[src/rtl/button_debounce_if.sv]
// Button debouncer signal bundle.
// Raw synchronized level in, clean level and event pulses out.
interface button_debounce_if;
    logic btn_in;
    logic btn_level;
    logic btn_press;
    logic btn_release;
    logic btn_repeat;

    // Producer of the raw level, consumer of the debounced events.
    modport master (
        output btn_in,
        input  btn_level,
        input  btn_press,
        input  btn_release,
        input  btn_repeat
    );

    // The debouncer itself.
    modport slave (
        input  btn_in,
        output btn_level,
        output btn_press,
        output btn_release,
        output btn_repeat
    );
endinterface

[src/rtl/button_debounce.sv]
// Per-button debouncer with press/release/auto-repeat pulses.
// Input must already be synchronized to Clk.
module button_debounce #(
    parameter int unsigned DEBOUNCE_CYCLES = 500_000,
    parameter int unsigned HOLD_CYCLES     = 25_000_000,
    parameter int unsigned REPEAT_CYCLES   = 5_000_000,
    parameter bit          ACTIVE_LOW      = 1'b1
) (
    input  logic             Clk,
    input  logic             Reset_n,
    button_debounce_if.slave btn
);

    localparam int unsigned MAX_AB =
        (DEBOUNCE_CYCLES > HOLD_CYCLES) ? DEBOUNCE_CYCLES : HOLD_CYCLES;
    localparam int unsigned MAX_C =
        (MAX_AB > REPEAT_CYCLES) ? MAX_AB : REPEAT_CYCLES;
    localparam int unsigned CW = $clog2(MAX_C + 1);

    localparam bit RPT_EN = (REPEAT_CYCLES != 0);

    localparam logic [CW-1:0] DB_LAST = CW'(DEBOUNCE_CYCLES - 1);
    localparam logic [CW-1:0] HD_LAST = CW'(HOLD_CYCLES - 1);
    // With repeat disabled the REPEAT state is unreachable; keep the
    // terminal count well defined instead of underflowing.
    localparam logic [CW-1:0] RP_LAST =
        CW'(RPT_EN ? REPEAT_CYCLES - 1 : 0);
    localparam logic [CW-1:0] ONE = CW'(1);

    typedef enum logic [2:0] {
        IDLE         = 3'd0,
        PRESS_WAIT   = 3'd1,
        DOWN         = 3'd2,
        REPEAT       = 3'd3,
        RELEASE_WAIT = 3'd4
    } state_t;

    state_t        state;
    logic [CW-1:0] cnt;
    logic          level;
    logic          press;
    logic          rls;
    logic          rpt;
    logic          p;

    // Normalise polarity so that p = 1 always means pressed.
    assign p = btn.btn_in ^ ACTIVE_LOW;

    // Debounce FSM with stable-sample counter and registered outputs.
    always_ff @(posedge Clk or negedge Reset_n) begin
        if (!Reset_n) begin
            state <= IDLE;
            cnt   <= '0;
            level <= 1'b0;
            press <= 1'b0;
            rls   <= 1'b0;
            rpt   <= 1'b0;
        end else begin
            press <= 1'b0;
            rls   <= 1'b0;
            rpt   <= 1'b0;
            case (state)
                IDLE: begin
                    level <= 1'b0;
                    if (p) begin
                        state <= PRESS_WAIT;
                        cnt   <= ONE;
                    end else begin
                        cnt   <= '0;
                    end
                end

                PRESS_WAIT: begin
                    if (!p) begin
                        state <= IDLE;
                        cnt   <= '0;
                        level <= 1'b0;
                    end else if (cnt == DB_LAST) begin
                        state <= DOWN;
                        cnt   <= '0;
                        level <= 1'b1;
                        press <= 1'b1;
                    end else begin
                        cnt   <= cnt + ONE;
                    end
                end

                DOWN: begin
                    level <= 1'b1;
                    if (!p) begin
                        state <= RELEASE_WAIT;
                        cnt   <= ONE;
                    end else if (RPT_EN && cnt == HD_LAST) begin
                        state <= REPEAT;
                        cnt   <= '0;
                        rpt   <= 1'b1;
                    end else if (cnt != HD_LAST) begin
                        cnt   <= cnt + ONE;
                    end
                end

                REPEAT: begin
                    level <= 1'b1;
                    if (!p) begin
                        state <= RELEASE_WAIT;
                        cnt   <= ONE;
                    end else if (cnt == RP_LAST) begin
                        cnt   <= '0;
                        rpt   <= 1'b1;
                    end else begin
                        cnt   <= cnt + ONE;
                    end
                end

                RELEASE_WAIT: begin
                    if (p) begin
                        state <= DOWN;
                        cnt   <= '0;
                        level <= 1'b1;
                    end else if (cnt == DB_LAST) begin
                        state <= IDLE;
                        cnt   <= '0;
                        level <= 1'b0;
                        rls   <= 1'b1;
                    end else begin
                        cnt   <= cnt + ONE;
                        level <= 1'b1;
                    end
                end

                default: begin
                    state <= IDLE;
                    cnt   <= '0;
                    level <= 1'b0;
                end
            endcase
        end
    end

    assign btn.btn_level   = level;
    assign btn.btn_press   = press;
    assign btn.btn_release = rls;
    assign btn.btn_repeat  = rpt;

    // At most one event pulse per cycle.
    always @(posedge Clk) begin
        if (Reset_n) begin
            assert ($onehot0({press, rls, rpt}))
                else $error("multiple event pulses");
        end
    end

    // Press/repeat only while pressed, release only once let go.
    always @(posedge Clk) begin
        if (Reset_n) begin
            assert (!(press || rpt) || level)
                else $error("press/repeat without level");
            assert (!rls || !level)
                else $error("release with level high");
        end
    end

endmodule

[src/flat_wrapper.sv]
// flat-port wrapper written by rule: the top's interface ports become plain ports
module button_debounce_flat 
#(
    parameter int unsigned DEBOUNCE_CYCLES = 500_000,
    parameter int unsigned HOLD_CYCLES     = 25_000_000,
    parameter int unsigned REPEAT_CYCLES   = 5_000_000,
    parameter bit          ACTIVE_LOW      = 1'b1
)
  (Clk, Reset_n, btn_btn_in, btn_btn_level, btn_btn_press, btn_btn_release, btn_btn_repeat);
  button_debounce_if btn_i ();
  input  logic Clk;
  input  logic Reset_n;
  input wire logic [$bits(btn_i.btn_in)-1:0] btn_btn_in;
  output wire logic [$bits(btn_i.btn_level)-1:0] btn_btn_level;
  output wire logic [$bits(btn_i.btn_press)-1:0] btn_btn_press;
  output wire logic [$bits(btn_i.btn_release)-1:0] btn_btn_release;
  output wire logic [$bits(btn_i.btn_repeat)-1:0] btn_btn_repeat;
  assign btn_i.btn_in = btn_btn_in;
  assign btn_btn_level = btn_i.btn_level;
  assign btn_btn_press = btn_i.btn_press;
  assign btn_btn_release = btn_i.btn_release;
  assign btn_btn_repeat = btn_i.btn_repeat;
  button_debounce #(.DEBOUNCE_CYCLES(DEBOUNCE_CYCLES), .HOLD_CYCLES(HOLD_CYCLES), .REPEAT_CYCLES(REPEAT_CYCLES), .ACTIVE_LOW(ACTIVE_LOW)) u_core (.Clk(Clk), .Reset_n(Reset_n), .btn(btn_i));
endmodule
[config.mk]
export PLATFORM = sky130hd
export DESIGN_NAME = button_debounce_flat
export DESIGN_NICKNAME = d
export VERILOG_FILES = /design/src/rtl/button_debounce_if.sv /design/src/rtl/button_debounce.sv /design/src/flat_wrapper.sv
export SDC_FILE = /design/constraint.sdc
export NUM_CORES = 1
export LEC_CHECK = 0
export ABC_AREA = 1
export CELL_PAD_IN_SITES_DETAIL_PLACEMENT = 1
export CELL_PAD_IN_SITES_GLOBAL_PLACEMENT = 1
export CORE_AREA = 8 8 85 87
export CTS_CLUSTER_SIZE = 20
export DETAILED_ROUTE_END_ITERATION = 10
export DIE_AREA = 0 0 93 95
export PLACE_DENSITY = 0.71
export SYNTH_ARGS = -nofsm -noshare
export SYNTH_HDL_FRONTEND = slang
export SYNTH_SLANG_ARGS = --single-unit
export TNS_END_PERCENT = 100
[constraint.sdc]
create_clock -name Clk -period 2.6 [get_ports Clk]
set_input_delay 0.26 -clock Clk [delete_from_list [all_inputs] [get_ports Clk]]
set_output_delay 0.26 -clock Clk [all_outputs]
set_load 0.005 [all_outputs]
Yosys cells after proc, flatten, opt, wreduce, memory -nomap -nowiden
Cells that the tools add are included.
{"block": "op_classes", "n_eq_ne": 14, "reduce_logical": 3, "mux": 34, "addsub": 1}
{"op": "$mux 25", "count": 8}
{"op": "$pmux 25 s5", "count": 1}
{"op": "$add 25x1->25 const B", "count": 1}
{"op": "$eq 25x19->1 const B", "count": 1}
{"op": "$eq 25x23->1 const B", "count": 1}
{"op": "$eq 25x25->1 const B", "count": 1}
{"op": "$ne 25x25->1 const B", "count": 1}
{"op": "$mux 3", "count": 8}
{"op": "$pmux 3 s5", "count": 1}
{"op": "$mux 1", "count": 14}
{"op": "$ne 3x2->1 const B", "count": 3}
{"op": "$eq 3x2->1 const B", "count": 2}
{"op": "$reduce_and 5->1", "count": 1}
{"op": "$ne 2x2->1 const B", "count": 2}
{"op": "$ne 4x2->1 const B", "count": 1}
{"op": "$eq 3x1->1 const B", "count": 1}
{"op": "$eq 3x3->1 const B", "count": 1}
{"op": "$logic_not 3->1", "count": 1}
{"op": "$pmux 1 s3", "count": 1}
{"op": "$pmux 1 s2", "count": 1}
{"op": "$reduce_or 2->1", "count": 1}
{"block": "totals", "output_inout_bits": 4, "elab_cells": 58, "ff_bits": 32}

Depth between registers and ports, before layout
{"block": "depth", "ltp_word": 5, "depth_mapped": 11}

Least setup slack after synthesis
Ideal clock, no wire load.
{"block": "synth_timing", "path_kind": "register -> register", "from": "register u_core.cnt[0]", "to": "register u_core.cnt[9]", "slack_ps": 923, "setup_time_ps": 121, "arrival_time_ps": 1556, "path_stages_with_launch": 12, "path_cell_list": "dfrtp_1 > ha_1 > nand2_2 > nor2_4 > nand2_1 > nor2_1 > nand2_1 > nand2_2 > nand2_2 > a21oi_4 > buf_6 > nor2_1"}
{"block": "synth_between", "elab_chain_cells": 5, "word_cells_on_any_way": 15, "classes_between": "1 x add/sub; 5 x eq/ne; 9 x mux"}
{"item": "start, declared", "line_no": "button_debounce.sv:39", "rtl": "logic [CW-1:0] cnt;"}
{"item": "start signal, assigned", "line_no": "button_debounce.sv:84", "rtl": "cnt <= cnt + ONE;"}
{"item": "start signal, assigned", "line_no": "button_debounce.sv:98", "rtl": "cnt <= cnt + ONE;"}
{"item": "start signal, assigned", "line_no": "button_debounce.sv:111", "rtl": "cnt <= cnt + ONE;"}
{"item": "$add 25x1->25"}
{"item": "$mux 25", "line_no": "button_debounce.sv:97", "rtl": "end else if (cnt != HD_LAST) begin"}
{"item": "$mux 25", "line_no": "button_debounce.sv:93", "rtl": "end else if (RPT_EN && cnt == HD_LAST) begin"}
{"item": "$mux 25", "line_no": "button_debounce.sv:90", "rtl": "if (!p) begin"}
{"item": "$pmux 25 s5", "line_no": "button_debounce.sv:62", "rtl": "case (state)"}
Several ways; a longest one is shown, not always the timed one. The select of a mux whose other input is x is not followed.
A chain may end at the register's enable or synchronous reset.

Worst setup path in the final report
Ends and elaborated chain as after synthesis.

==> impl_metrics.toml <==
[status]
status = "finished, final reports clean"

[sta]
fin_hold_ws_ns = 0.3763
tightest_slew_ns = 0.4238
finalHoldViolCount = 0
rsz0062_at_grt = "no"
timing.final.crit_share_pct = 78.35
slew_headroom_pct = 71.75
slew_violations = 0
skew_ns = 0.007526
fmax_ghz = 0.4909
period_minus_slack_ns = 2.037
setup_viol = 0
setup_tns_ns = 0

[pwr]
ir_drop_uv = 286.3
total_power_mw = 1.462
power_density_nw_per_um2 = 642.8
p_leak_nw = 1.046

[synthesis]
ys_warn_count = 0
synth_top_family_by_area = "simple AND/OR/NAND/NOR gates"
synth_fa_ha_area_share_pct = 0.6254
synth_edf_count = 0
ys_seq_area_share_pct = 40.03
synth_cell_type_count = 23
synth_compound_area_share_pct = 4.565
synth_xor_xnor_area_share_pct = 5.691
synthMuxAreaShare_pct = 0
synth_seq_cells = 32
avgSynthCellArea_um2 = 6.828
async_flop_share_pct = 100.0
synthFlopType = "dfrtp_1"
syn_nets = 297
synthSimpleGateAreaFrac_pct = 40.65
syn_area_um2 = 2001
synthCells = 293

[cts]
htreeDepth = 2
cts_tree = "yes"
cts-resized-gates = 0
post_cts_buffers = 0
path_clk_slew_ns = 0.07
clockBufferDepth = 2
holdBufCountCts = 0
cts_buffers = 5
cts-root-buf = "clkbuf_8"
clkLatencyLatePin_ns = 0.29
cts.sinks = 32

[route]
first_iter_violations = 63
drtAntennaViolNets = 0
via_count = 1901
routed_wl_um = 5508
drc = 0
viasPerCell = 4.976
drt_first_pass_iters = 4
wl_per_cell_um = 14.42

[setup_path]
timing.rr.start = "u_core.cnt[0]"
critPathMaxFanout = 15
crit_chain = "ha_1 > nand2_2 > nor2_4 > nand2_1 > nor2_1 > nand2_1 > nand2_2 > nand2_2 > a21oi_4 > buf_12 > nor2_1"
critical_path_class = "reg -> reg"
max_stage_delay_ns = 0.41
cpMostUsedCell = "nand2_2"
critical-path-top-delay-family = "simple AND/OR/NAND/NOR gates"
critPathSlowestCell = "dfrtp_1"
r2r-end = "u_core.cnt[9]"
crit_required_ns = 2.77
start_kind = "flop"
cp.arrival_ns = 2.21
reg2reg_slack_ns = 0.56
end_kind = "flop"
crit_buf_inv = 1
ff2ff_path_depth = 11

[global_routing]
track_usage_pct = 13.68
grt_pass1_wl_um = 9556
antenna_found_initial = 0
grt_pass1_vias = 1992
grt_max_degree = 33
grt_overflow = 0

[floorplanning]
num_rows = 28
ios = 7
die_h_um = 95
initial_core_util_pct = 34.40
die_area_um2 = 8835
die_w_um = 93
core_area_um2 = 5816

[finish]
nets = 310
drive_above_1_share_pct = 8.143
fill_cells = 778
stdcell_count = 382
design_area_um2 = 2275
antennaDiodeCount = 0
area_growth_pct = 13.70
final_cell_mix = "nand2_1 (70), nor2_1 (70), inv_1 (36), dfrtp_1 (32), nand3_1 (21)"

[placement]
io_buffers = 6
gp_congestion = 0.8534
placed_cells = 374
placed_area_um2 = 2163
hpwl_um = 4305

[job]
max-cap-violations = 0

[worst_hold_path]
hold_class = "in -> async"
==> synthesized netlist by cell type, types with 2 or more instances <==
cell type,instances,share of area [%]
nor2_1,70,13
dfrtp_1,32,40
xnor2_1,3,1.3
buf_6,2,1.1
nor2_2,3,0.94
inv_1,36,6.8
nor3_1,11,2.8
inv_2,2,0.38
nand2_1,70,13
nand2_2,5,1.6
o21ai_0,11,2.8
nand4_1,8,2.5
xor2_1,10,4.4
nand3_1,21,5.3
==> where the power goes <==
part           switching [mW]  internal (mW)  leakage, nW
logic                   0.260          0.142        0.551
clock network           0.201          0.284       0.0541
registers              0.0365          0.540        0.441
==> flip-flops by register name, summed over array words and instances, names as in the netlist <==
signal	cells
u_core.state	3
u_core.btn.btn_level	1
u_core.btn.btn_release	1
u_core.cnt	25
u_core.btn.btn_repeat	1
u_core.btn.btn_press	1
==> final cells by class <==
type / instances / area (um^2) / share of cell area [%]
Multi-Input combinational cell: 220 / 1031 / 45.32
Sequential cell: 32 / 800.8 / 35.20
Inverter: 38 / 142.6 / 6.271
Timing Repair Buffer: 9 / 95.09 / 4.180
Tap cell: 75 / 93.84 / 4.125
Clock buffer: 5 / 68.82 / 3.025
Clock inverter: 3 / 42.54 / 1.870
==> worst max path at each step <==
stage / start / endpoint / slack (ns) / cells after the start
after global placement: btn_btn_in / u_core.cnt[10] / 0.62 / 8
final: u_core.cnt[0] / u_core.cnt[9] / 0.56 / 11
after CTS: u_core.cnt[0] / u_core.cnt[13] / 0.51 / 11
after detailed placement: btn_btn_in / u_core.cnt[13] / 0.51 / 8
after floorplan: u_core.cnt[0] / u_core.cnt[9] / 0.92 / 11
after global routing: u_core.cnt[0] / u_core.cnt[7] / 0.36 / 11
==> logic make-up (layout without fill, tap and decap cells) <==
logic type                 Yosys count  count (layout)
adders and majority gates            1               1
AOI/OAI and AO/OA                   15              15
DFF                                 32              32
buffers and inverters               41              55
xor gates and xnor gates            13              13
and+or+nand+nor                    191             191
==> metrics by stage <==
stage,util (%),worst slack (ns)
global route,39.11,0.3616
finish,39.11,0.5628
global placement,37.20,0.6157
CTS,39.11,0.5101
detailed placement,37.20,0.5068
floorplan,-,0.9230
==> metal layers <==
layer  routed length [um]  track usage (%)  vias to the layer above
met5                    0                0                        -
met4                  102            4.564                        0
met3                  197            2.778                       10
met2                 2544            22.49                       32
met1                 2664            17.48                      917
li1                     -                -                      942
Power figures use the tool's default switching activity.
